[src/rtl/victim_swap_ctrl.sv]
// Miss-path sequencer for the L1 D-cache and its 4-entry FIFO victim cache.
// It probes the victim cache, writes the L1 eviction into it, and fetches from memory only on a victim miss.
module victim_swap_ctrl #(
    parameter int LINE_W    = 128,
    parameter int TAG_W     = 20,
    parameter int V_ENTRIES = 4,
    parameter int CNT_W     = 16
) (
    input  logic              clk,
    input  logic              rst,
    input  logic              miss_req,
    input  logic [TAG_W-1:0]  miss_tag,
    input  logic              evict_valid,
    input  logic [TAG_W-1:0]  evict_tag,
    input  logic [LINE_W-1:0] evict_data,
    output logic              miss_ack,
    output logic              fill_valid,
    input  logic              fill_ready,
    output logic [LINE_W-1:0] fill_data,
    output logic              fill_src_vc,
    output logic [TAG_W-1:0]  v_tag,
    output logic              v_wr_en,
    output logic [LINE_W-1:0] v_wdata,
    input  logic              v_hit,
    input  logic [LINE_W-1:0] v_rdata,
    output logic              mem_req,
    output logic [TAG_W-1:0]  mem_tag,
    input  logic              mem_gnt,
    input  logic              mem_rvalid,
    input  logic [LINE_W-1:0] mem_rdata,
    output logic [CNT_W-1:0]  hit_cnt,
    output logic [CNT_W-1:0]  miss_cnt
);

    localparam int WC_W = $clog2(V_ENTRIES + 1);

    typedef enum logic [2:0] {
        IDLE     = 3'd0,
        LOOKUP   = 3'd1,
        EVICT    = 3'd2,
        MEM_REQ  = 3'd3,
        MEM_WAIT = 3'd4,
        FILL     = 3'd5
    } state_t;

    state_t            state;
    state_t            state_nxt;
    logic [TAG_W-1:0]  miss_tag_q;
    logic [TAG_W-1:0]  evict_tag_q;
    logic              evict_valid_q;
    logic [LINE_W-1:0] evict_data_q;
    logic [LINE_W-1:0] line_q;
    logic              hit_q;
    logic [WC_W-1:0]   wr_cnt;
    logic              qual_hit;
    logic              mem_data_take;

    function automatic logic [CNT_W-1:0] sat_inc_cnt(input logic [CNT_W-1:0] c);
        return (&c) ? c : c + CNT_W'(1);
    endfunction

    function automatic logic [WC_W-1:0] sat_inc_wr(input logic [WC_W-1:0] c);
        return (c == WC_W'(V_ENTRIES)) ? c : c + WC_W'(1);
    endfunction

    // Entries come out of reset holding tag 0, so a tag-0 match only counts once the FIFO has been fully written.
    assign qual_hit = v_hit & ((miss_tag_q != '0) | (wr_cnt == WC_W'(V_ENTRIES)));

    assign mem_data_take = mem_rvalid & (((state == MEM_REQ) & mem_gnt) | (state == MEM_WAIT));

    always_ff @(posedge clk or negedge rst) begin
        if (!rst) begin
            state <= IDLE;
        end else begin
            state <= state_nxt;
        end
    end

    always_comb begin
        state_nxt = state;
        case (state)
            IDLE:     if (miss_req) state_nxt = LOOKUP;
            LOOKUP: begin
                if (evict_valid_q)  state_nxt = EVICT;
                else if (qual_hit)  state_nxt = FILL;
                else                state_nxt = MEM_REQ;
            end
            EVICT:    state_nxt = hit_q ? FILL : MEM_REQ;
            MEM_REQ:  if (mem_gnt) state_nxt = mem_rvalid ? FILL : MEM_WAIT;
            MEM_WAIT: if (mem_rvalid) state_nxt = FILL;
            FILL:     if (fill_ready) state_nxt = IDLE;
            default:  state_nxt = IDLE;
        endcase
    end

    always_ff @(posedge clk or negedge rst) begin
        if (!rst) begin
            miss_tag_q    <= '0;
            evict_tag_q   <= '0;
            evict_valid_q <= 1'b0;
            evict_data_q  <= '0;
            line_q        <= '0;
            hit_q         <= 1'b0;
            wr_cnt        <= '0;
            hit_cnt       <= '0;
            miss_cnt      <= '0;
        end else begin
            if ((state == IDLE) && miss_req) begin
                miss_tag_q    <= miss_tag;
                evict_valid_q <= evict_valid;
                evict_tag_q   <= evict_tag;
                evict_data_q  <= evict_data;
            end
            if (state == LOOKUP) begin
                hit_q  <= qual_hit;
                line_q <= v_rdata;
                if (qual_hit) hit_cnt  <= sat_inc_cnt(hit_cnt);
                else          miss_cnt <= sat_inc_cnt(miss_cnt);
            end
            if (state == EVICT) begin
                wr_cnt <= sat_inc_wr(wr_cnt);
            end
            if (mem_data_take) begin
                line_q <= mem_data_take ? mem_rdata : line_q;
            end
        end
    end

    // Every output is a pure decode of the state, so an asynchronous reset forces them all low immediately.
    always_comb begin
        miss_ack    = 1'b0;
        fill_valid  = 1'b0;
        fill_data   = '0;
        fill_src_vc = 1'b0;
        v_tag       = '0;
        v_wr_en     = 1'b0;
        v_wdata     = '0;
        mem_req     = 1'b0;
        mem_tag     = '0;
        case (state)
            LOOKUP: begin
                miss_ack = 1'b1;
                v_tag    = miss_tag_q;
            end
            EVICT: begin
                v_tag   = evict_tag_q;
                v_wr_en = 1'b1;
                v_wdata = evict_data_q;
            end
            MEM_REQ: begin
                mem_req = 1'b1;
                mem_tag = miss_tag_q;
            end
            FILL: begin
                fill_valid  = 1'b1;
                fill_data   = line_q;
                fill_src_vc = hit_q;
            end
            default: ;
        endcase
    end

endmodule
[config.mk]
export PLATFORM = sky130hd
export DESIGN_NAME = victim_swap_ctrl
export DESIGN_NICKNAME = d
export VERILOG_FILES = /design/src/rtl/victim_swap_ctrl.sv
export SDC_FILE = /design/constraint.sdc
export NUM_CORES = 1
export LEC_CHECK = 0
export ABC_CLOCK_PERIOD_IN_PS = 2100
export BUFFER_PORTS_ARGS = -buffer_cell sky130_fd_sc_hd__buf_2
export CORE_AREA = 2 2 298 300
export DETAILED_ROUTE_END_ITERATION = 16
export DIE_AREA = 0 0 300 302
export SYNTH_ARGS = -nofsm -noshare
export SYNTH_HDL_FRONTEND = slang
export SYNTH_SLANG_ARGS = --single-unit
[constraint.sdc]
create_clock -name clk -period 2.1 [get_ports clk]
set_input_delay 0.105 -clock clk [delete_from_list [all_inputs] [get_ports clk]]
set_output_delay 0.105 -clock clk [all_outputs]
set_load 0.02 [all_outputs]
After elaboration in Yosys (flattened, before gate mapping)
Index checks and enable logic that the tools add are counted.
{ "totals": {"regBits": 336, "inputBits": 432, "word_cells": 62, "out_inout_bits": 333} }
{ "op_classes": {"mux": 20, "add_sub_neg": 3, "n_bitwise": 9, "n_reduce_logical": 10, "eq_ne": 10} }
{ "ops": {"columns": ["operator", "count"], "rows": [
  ["$mux W128", 4],
  ["$pmux W20 S2", 1],
  ["$add A16 B1 Y16 const B", 2],
  ["$reduce_and A16 Y1", 2],
  ["$mux W3", 7],
  ["$mux W20", 1],
  ["$reduce_bool A20 Y1", 1],
  ["$pmux W3 S6", 1],
  ["$eq A3 B3 Y1 const B", 3],
  ["$ne A2 B2 Y1 const B", 4],
  ["$eq A3 B2 Y1 const B", 2],
  ["$mux W1", 6],
  ["$reduce_and A3 Y1", 2],
  ["$not A1 Y1", 4],
  ["$reduce_and A4 Y1", 1],
  ["$add A3 B1 Y3 const B", 1],
  ["$and A1 B1 Y1", 3],
  ["$eq A3 B1 Y1 const B", 1],
  ["$logic_not A3 Y1", 1],
  ["$or A1 B1 Y1", 2],
  ["$reduce_and A2 Y1", 1],
  ["$reduce_bool A2 Y1", 1],
  ["$logic_and A1 B1 Y1", 1]
]} }

Depth between registers and ports, before layout
Gate-level depths: netlist of run 1.
{ "logic_depth": {"ltp_word": 6, "mapped_depth": 8, "mapped_depth_nobuf": 7} }

Worst setup path after synthesis of run 1
OpenSTA, ideal clock, no wires.
{ "synth_timing": {"kind": "register -> register", "start": "register miss_cnt[2]", "end": "register miss_cnt[1]", "path_stages_with_launch": 6, "setup_time_ns": 0.128, "required_ns": 1.972, "n_path_buf": 0, "path_slack_ns": 0.121, "arrival_ns": 1.852, "cell_sequence": "dfrtp_1 -> and4_1 -> nand3_1 -> nor3b_2 -> nand3b_1 -> mux2_1"} }
{ "synth_via": {"elab_chain_cells": 3} }
{ "synth_lines": {"columns": ["item", "line_no", "text"], "rows": [
  ["start, declared", "32", "output logic [CNT_W-1:0] miss_cnt"],
  ["start signal, assigned", "118", "else miss_cnt <= sat_inc_cnt(miss_cnt);"],
  ["$reduce_and A16 Y1", "59", "return (&c) ? c : c + CNT_W'(1);"],
  ["$not A1 Y1 (no source line)", null, null],
  ["$reduce_and A3 Y1 (no source line)", null, null]
]} }
No other way between the ends.
A chain may end at the register's enable or synchronous reset.

Worst setup path in the final report of run 1
{ "layout_timing": {"start": "register state[2]", "end": "output port v_wdata[70]"} }
{ "layout_via": {"elab_chain_cells": 2} }
{ "layout_lines": {"columns": ["item", "line_no", "text"], "rows": [
  ["start, declared", "46", "state_t state;"],
  ["start signal, assigned", "75", "state <= state_nxt;"],
  ["$eq A3 B2 Y1", "140", "case (state)"],
  ["$mux W128", "140", null],
  ["end, declared", "23", "output logic [LINE_W-1:0] v_wdata,"]
]} }
No other way between the ends.

==> results of run 1 <==
-- critical path: stages, from the launching register on --
cell	delay, ps
dfrtp_1	420
buf_6	140
nand2b_4	140
nor2_4	140
buf_6	130
buf_12	160
buf_12	150
buf_16	110
and2_4	150
buf_6	120
-- logic make-up (layout without fill, tap and decap cells) --
kind of cell	count (synthesis)	after routing	share of synthesized area (%)
other cells	0	11	0
buf+inv	110	1516	3.032
compound gates	167	168	8.098
fa+ha+maj	4	4	0.3167
flops	336	336	53.20
mux	172	172	12.25
simple gates	634	634	21.44
xor+xnor	30	30	1.662
-- worst min-delay path by stage --
stage	from	endpoint	slack [ps]	depth (start not counted)
floorplan	rst	evict_data_q[0]	-190	0
global placement	rst	evict_tag_q[15]	150	1
detailed placement	rst	evict_tag_q[15]	150	1
CTS	v_hit	miss_cnt[3]	50	5
global route	v_hit	miss_cnt[10]	80	5
finish	v_hit	miss_cnt[10]	70	5
-- power by group through the flow --
stage	Combinational, mW	Sequential, mW	Clock (mW)
2_1_floorplan	8.87	11.0	0
3_3_place_gp	14.1	11.4	0
3_5_place_dp	14.3	11.5	0
4_1_cts	18.7	11.5	7.62
5_1_grt	25.7	12.3	7.88
6_report	24.4	12.0	7.46
-- registers in the layout (all words and copies together) (netlist names) --
name and count:
state 3, wr_cnt 3, miss_tag_q 20, evict_tag_q 20
hit_cnt 16, hit_q 1, line_q 128, evict_data_q 128
evict_valid_q 1, miss_cnt 16
-- per-stage QoR --
step                      cells  hold slack, ps  power [mW]
after global routing       4033           80.78       45.93
after detailed placement   3372           154.9       25.79
after floorplan            1453          -190.6       19.89
final                      4036           73.93       43.87
after CTS                  3944           54.14       37.83
after global placement     3372           148.8       25.49
-- final cells by class --
class | count | area (um2)
Multi-Input combinational cell | 1008 | 8065
Timing Repair Buffer | 1437 | 13720
Tap cell | 1165 | 1458
Timing Repair inverter | 1 | 11.26
Antenna cell | 11 | 27.53
Clock buffer | 59 | 1195
Inverter | 5 | 31.28
Clock inverter | 14 | 175.2
Fill cell | 8099 | 54470
Sequential cell | 336 | 8409
-- cell usage after synthesis (3+ instances only) --
library cell | number | area (um2)
nor4_1 | 6 | 37.54
nor3_2 | 8 | 80.08
nor2_1 | 7 | 26.28
clkbuf_1 | 56 | 210.2
nand2b_1 | 7 | 43.79
nor4_2 | 6 | 75.07
and4_1 | 3 | 26.28
buf_1 | 3 | 11.26
inv_1 | 4 | 15.01
a21oi_1 | 5 | 25.02
o21ai_0 | 3 | 15.01
a22o_1 | 21 | 183.9
mux2_1 | 3 | 33.78
nor3b_1 | 3 | 22.52
and3_1 | 22 | 137.6
xor2_1 | 20 | 175.2
a22oi_1 | 128 | 960.9
xnor2_1 | 10 | 87.58
mux2_2 | 169 | 1903
nand3_1 | 12 | 60.06
nand4_1 | 4 | 25.02
nand2_1 | 275 | 1032
dfrtp_1 | 336 | 8408
ha_1 | 4 | 50.05
buf_2 | 44 | 220.2
and2_1 | 261 | 1633
-- placed cells by master (no fill, tap or decap), drive strengths merged, types with 2 or more instances in the layout --
cell,instances
buf,973
dlygate4sd3,428
dfrtp,336
nand2,275
and2,261
mux2,172
a22oi,128
clkbuf,94
and3,22
a22o,21
xor2,20
nor4,13
nand3,12
diode,11
xnor2,10
clkinv,10
nor3,10
nand2b,7
inv,7
nor2,7
a21oi,5
nand4,5
nor3b,4
ha,4
o21ai,4
and4,3
nor4b,3
bufinv,3
a41o,2
or2,2
o311ai,2
a31oi,2
nand3b,2
nand4b,2
or3b,2
nor2b,2
-- metal layers --
metal  vias to the layer above  wire length (um)  share of wire [%]  track usage (%)
li1                       7764                 -                  -                -
met5                         -                 7             0.0076                0
met3                       333              6997                7.6            4.432
met4                         2              5549                6.0            8.381
met2                      1092             45170                 49            28.04
met1                      8697             34350                 37            18.12
-- what timing repair did --
action	CTS	global route
pin swaps	56	177
setup buffers	46	57
cloned	26	46
endpoints found under the setup margin	321	524
gates resized for setup	419	656
endpoints found under the hold margin	422	0
hold buffers	428	0
==> flow_metrics.env, run 1 <==
export IMPL_avgSynthCellArea_um2=10.88
export IMPL_pre_cts_ws_ps=-291.9
export IMPL_dieArea_um2=90600
export IMPL_drt_pass1_iterations=6
export IMPL_core_area_um2=87560
export IMPL_rsz0062_at_grt="true"
export IMPL_drt_iter0_markers=1309
export IMPL_min_period_ps=2398
export IMPL_criticalPathCategory="reg2out"
export IMPL_fmax_mhz=417.0
export IMPL_slew_headroom_pct=51.87
export IMPL_start_kind="flop"
export IMPL_worstPathArrival_ps=2290
export IMPL_place_hpwl_um=47650
export IMPL_detailroute_via_count=17888
export IMPL_clock_sinks=336
export IMPL_yosys_warnings=0
export IMPL_setup_ws_ps=-297.8
export IMPL_power_frac_clock_pct=17.0
export IMPL_p_per_area_nw_per_um2=1326
export IMPL_wl_per_cell_um=22.81
export IMPL_synth_seq_area_share_pct=53.20
export IMPL_status="finished with violations"
export IMPL_start_util_pct=18.05
export IMPL_fin_skew_ps=35.02
export IMPL_cts_buffers=41
export IMPL_p_leak_nw=15.67
export IMPL_hold_viol=0
export IMPL_setup_viol=453
export IMPL_yosys_register_bits=336
export IMPL_async_reset_ff_share_pct=100.0
export IMPL_violations="setup timing"
export IMPL_critical_path_endpoint="v_wdata[70]"
export IMPL_netlist_area_um2=15810
export IMPL_pwr_share_comb_pct=55.7
export IMPL_grt_pass1_vias=18151
export IMPL_cp_required_ps=2000
export IMPL_antenna_found_initial=12
export IMPL_finalNetCount=3266
export IMPL_internal_power_mw=26.75
export IMPL_ios=765
export IMPL_rows=109
export IMPL_synth_cell_types=51
export IMPL_design_area_um2=33090
export IMPL_routed_wl_um=92080
export IMPL_synth_nets=1889
export IMPL_fp_dieW_um=300
export IMPL_area_delta_synth_final_pct=109.4
export IMPL_worst_pin_slew_ps=721.9
export IMPL_drive_above_1_share_pct=55.28
export IMPL_drv_slew=0
export IMPL_p_switching_mw=17.12
export IMPL_clkTransAtPathRegs_ps=60
export IMPL_final_core_util_pct=37.79
export IMPL_ant_nets=0
export IMPL_swShare_pct=39.02
export IMPL_postSynthCellCount=1453
export IMPL_cts_root_buf="clkbuf_16"
export IMPL_startpoint="state[2]"
export IMPL_rr_worst_depth=10
export IMPL_globalRoute_totalOverflow=0
export IMPL_rr_endpoint="line_q[25]"
export IMPL_place_congestion=0.8297
export IMPL_h_tree_depth=2
export IMPL_clkLatencyLatePin_ps=600
export IMPL_synth_flop_cell="dfrtp_1"
export IMPL_min_path_type="in2reg"
export IMPL_path_max_fanout=8
export IMPL_cts_tree="built"
export IMPL_fin_tns_setup_ps=-56670
export IMPL_ir_worst_vdd_mv=0.7750
export IMPL_drc=0
export IMPL_synth_edf_count=0
export IMPL_grt_max_degree=70
export IMPL_place_area_um2=21700
export IMPL_grtUsageTotal_pct=16.16
export IMPL_io_buffers=764
export IMPL_power_frac_seq_pct=27.3
export IMPL_rrSetupSlack_ps=-180
export IMPL_routed_via_density=4.432
export IMPL_clockBufferDepth=3
export IMPL_drv_cap=0
export IMPL_grt_pass1_wl_um=111700
export IMPL_critPathCaptureType="output port"
export IMPL_r2r_start="state[0]"
export IMPL_finalCritPeriodShare_pct=114.2
export IMPL_die_y_um=302
(Power assumes the default switching activity.)
==> run 2: changes to the inputs <==
--- a/config.mk
+++ b/config.mk
@@ -6,10 +6,11 @@
 export NUM_CORES = 1
 export LEC_CHECK = 0
 export ABC_CLOCK_PERIOD_IN_PS = 2100
-export BUFFER_PORTS_ARGS = -buffer_cell sky130_fd_sc_hd__buf_2
+export BUFFER_PORTS_ARGS = -buffer_cell sky130_fd_sc_hd__buf_4
 export CORE_AREA = 2 2 298 300
 export DETAILED_ROUTE_END_ITERATION = 16
 export DIE_AREA = 0 0 300 302
 export SYNTH_ARGS = -nofsm -noshare
 export SYNTH_HDL_FRONTEND = slang
 export SYNTH_SLANG_ARGS = --single-unit
+export TNS_END_PERCENT = 50
==> flow_metrics.env, run 2 (synthesis gave the netlist of run 1 again) <==
export IMPL_status="finished with violations"
export IMPL_violations="setup timing"
export IMPL_power_frac_clock_pct=18.8
export IMPL_crit_family="buffers and inverters"
export IMPL_wl_per_cell_um=19.25
export IMPL_place_congestion=0.8175
export IMPL_drt_iter0_markers=1183
export IMPL_final_core_util_pct=35.72
export IMPL_path_max_fanout=7
export IMPL_layout_commonest_cell="buf_4"
export IMPL_routed_wl_um=76010
export IMPL_clkLatencyLatePin_ps=560
export IMPL_nFillCells=8462
export IMPL_grt_pass1_wl_um=107500
export IMPL_ios=765
export IMPL_max_stage_delay_ps=380
export IMPL_grtUsageTotal_pct=15.31
export IMPL_cp_required_ps=2000
export IMPL_hold_viol=0
export IMPL_cpMostUsedCell="buf_6"
export IMPL_fmax_mhz=444.4
export IMPL_p_per_area_nw_per_um2=1221
export IMPL_critPathCaptureType="output port"
export IMPL_pwr_share_comb_pct=50.9
export IMPL_pre_cts_ws_ps=-31.69
export IMPL_finalNetCount=3186
export IMPL_clock_sinks=336
export IMPL_start_kind="flop"
export IMPL_rows=109
export IMPL_clockBufferDepth=3
export IMPL_slew_headroom_pct=60.05
export IMPL_worstPathArrival_ps=2150
export IMPL_p_leak_nw=14.85
export IMPL_place_area_um2=23870
export IMPL_internal_power_mw=23.82
export IMPL_die_y_um=302
export IMPL_start_util_pct=18.05
export IMPL_drt_pass1_iterations=5
export IMPL_p_switching_mw=14.36
export IMPL_core_area_um2=87560
export IMPL_routed_via_density=4.210
export IMPL_io_buffers=764
export IMPL_clkTransAtPathRegs_ps=60
export IMPL_drv_cap=0
export IMPL_largest_registers="evict_data_q x128, line_q x128"
export IMPL_cts_tree="built"
export IMPL_fin_tns_setup_ps=-23270
export IMPL_ant_nets=0
export IMPL_cts_buffers=41
export IMPL_final_cell_mix="710 x buf_4, 428 x dlygate4sd3_1, 336 x dfrtp_1, 275 x nand2_1, 169 x mux2_2"
export IMPL_fp_dieW_um=300
export IMPL_min_period_ps=2250
export IMPL_fin_skew_ps=30.52
export IMPL_final_cells=3948
export IMPL_grt_pass1_vias=17850
export IMPL_finalCritPeriodShare_pct=107.2
export IMPL_cts_root_buf="clkbuf_16"
export IMPL_swShare_pct=37.61
export IMPL_area_delta_synth_final_pct=97.90
export IMPL_drv_slew=0
export IMPL_min_path_type="in2async"
export IMPL_dieArea_um2=90600
export IMPL_drc=0
export IMPL_power_frac_seq_pct=30.2
export IMPL_setup_ws_ps=-150.3
export IMPL_grt_max_degree=61
export IMPL_rsz0062_at_grt="true"
export IMPL_antenna_found_initial=8
export IMPL_ir_worst_vdd_mv=0.7316
export IMPL_h_tree_depth=2
export IMPL_worstPathCellList="buf_6 -> and3b_4 -> buf_12 -> buf_16 -> buf_4 -> buf_6 -> and2_4 -> buf_6"
export IMPL_setup_viol=302
export IMPL_design_area_um2=31280
export IMPL_criticalPathCategory="reg2out"
export IMPL_place_hpwl_um=50030
export IMPL_detailroute_via_count=16623
export IMPL_path_buf_inv=6
export IMPL_globalRoute_totalOverflow=0
export IMPL_drive_above_1_share_pct=46.78
export IMPL_worst_pin_slew_ps=599.3
export IMPL_place_inst=3399
export IMPL_crit_path_top_delay_cell="dfrtp_1"
==> run 2: cell count changes in the layout (fill, tap and decap cells not counted), moves of 9 or more <==
cell and change:
buf_4 +613, buf_2 -469, buf_6 -163, and2_1 +141, and2_4 -141, nand2_1 +25
clkbuf_16 -24, nand2_2 -17, and3_1 +16, and3_4 -16, buf_16 -15, buf_8 -15
mux2_4 -9
==> run 2: area by class of cell <==
cell class                 count  area, um2  area share [%]
multi-input combinational   1007       7236           23.13
clock buffer                  55       1169           3.736
timing repair buffer        1359      12790           40.89
clock inverter                17      176.4          0.5640
tap                         1165       1458           4.660
inverter                       5      31.28          0.1000
sequential                   336       8408           26.88
antenna                        4      10.01         0.03200
==> run 2: final timing paths <==
kind	from	to	slack, ps	depth (start not counted)
min reg2reg	line_q[107]	line_q[107]	470	2
max	state[1]	fill_data[112]	-150	8
min in group clk	v_hit	miss_cnt[3]	150	5
max in group asynchronous	rst	evict_data_q[4]	1150	3
min	rst	miss_tag_q[15]	100	2
max reg2reg	miss_tag_q[18]	hit_cnt[1]	-70	7
==> run 2: worst register-to-register path, stage by stage, from the launching register on <==
cell and delay [ps]:
dfrtp_1 410, nor4_1 490, nand4_1 180, o21ai_2 200, buf_4 160, buf_4 200
nor2_1 100, mux2_1 310
==> run 2: power by group through the flow <==
stage / clock, mW / sequential, mW / combinational, mW
finish: 7.18 / 11.5 / 19.5
floorplan: 0 / 11.0 / 8.87
CTS: 7.41 / 11.5 / 18.2
detailed placement: 0 / 11.5 / 16.0
global placement: 0 / 11.4 / 15.8
global route: 7.64 / 11.9 / 20.8
==> run 2: repair_timing <==
action / CTS / global route
endpoints found under the setup margin: 289 / 387
hold buffers: 428 / 0
hold endpoints to repair: 441 / 0
gates cloned: 9 / 12
pin swaps: 20 / 39
setup buffers: 16 / 14
gates resized for setup: 136 / 169
==> run 2: stage by stage <==
step                hold WS [ps]  power, mW
detailed placement         99.21      27.48
global route               107.3      40.40
floorplan                 -190.6      19.89
CTS                        76.97      37.03
global placement           98.58      27.18
finish                     98.48      38.18
==> run 2: per-layer routing <==
layer / routed length (um) / global-route usage, % / vias to the layer above
li1: - / - / 7580
met1: 30200 / 18.32 / 8080
met2: 37350 / 26.56 / 769
met3: 5022 / 3.692 / 186
met4: 3377 / 5.738 / 8
met5: 57 / 0 / -
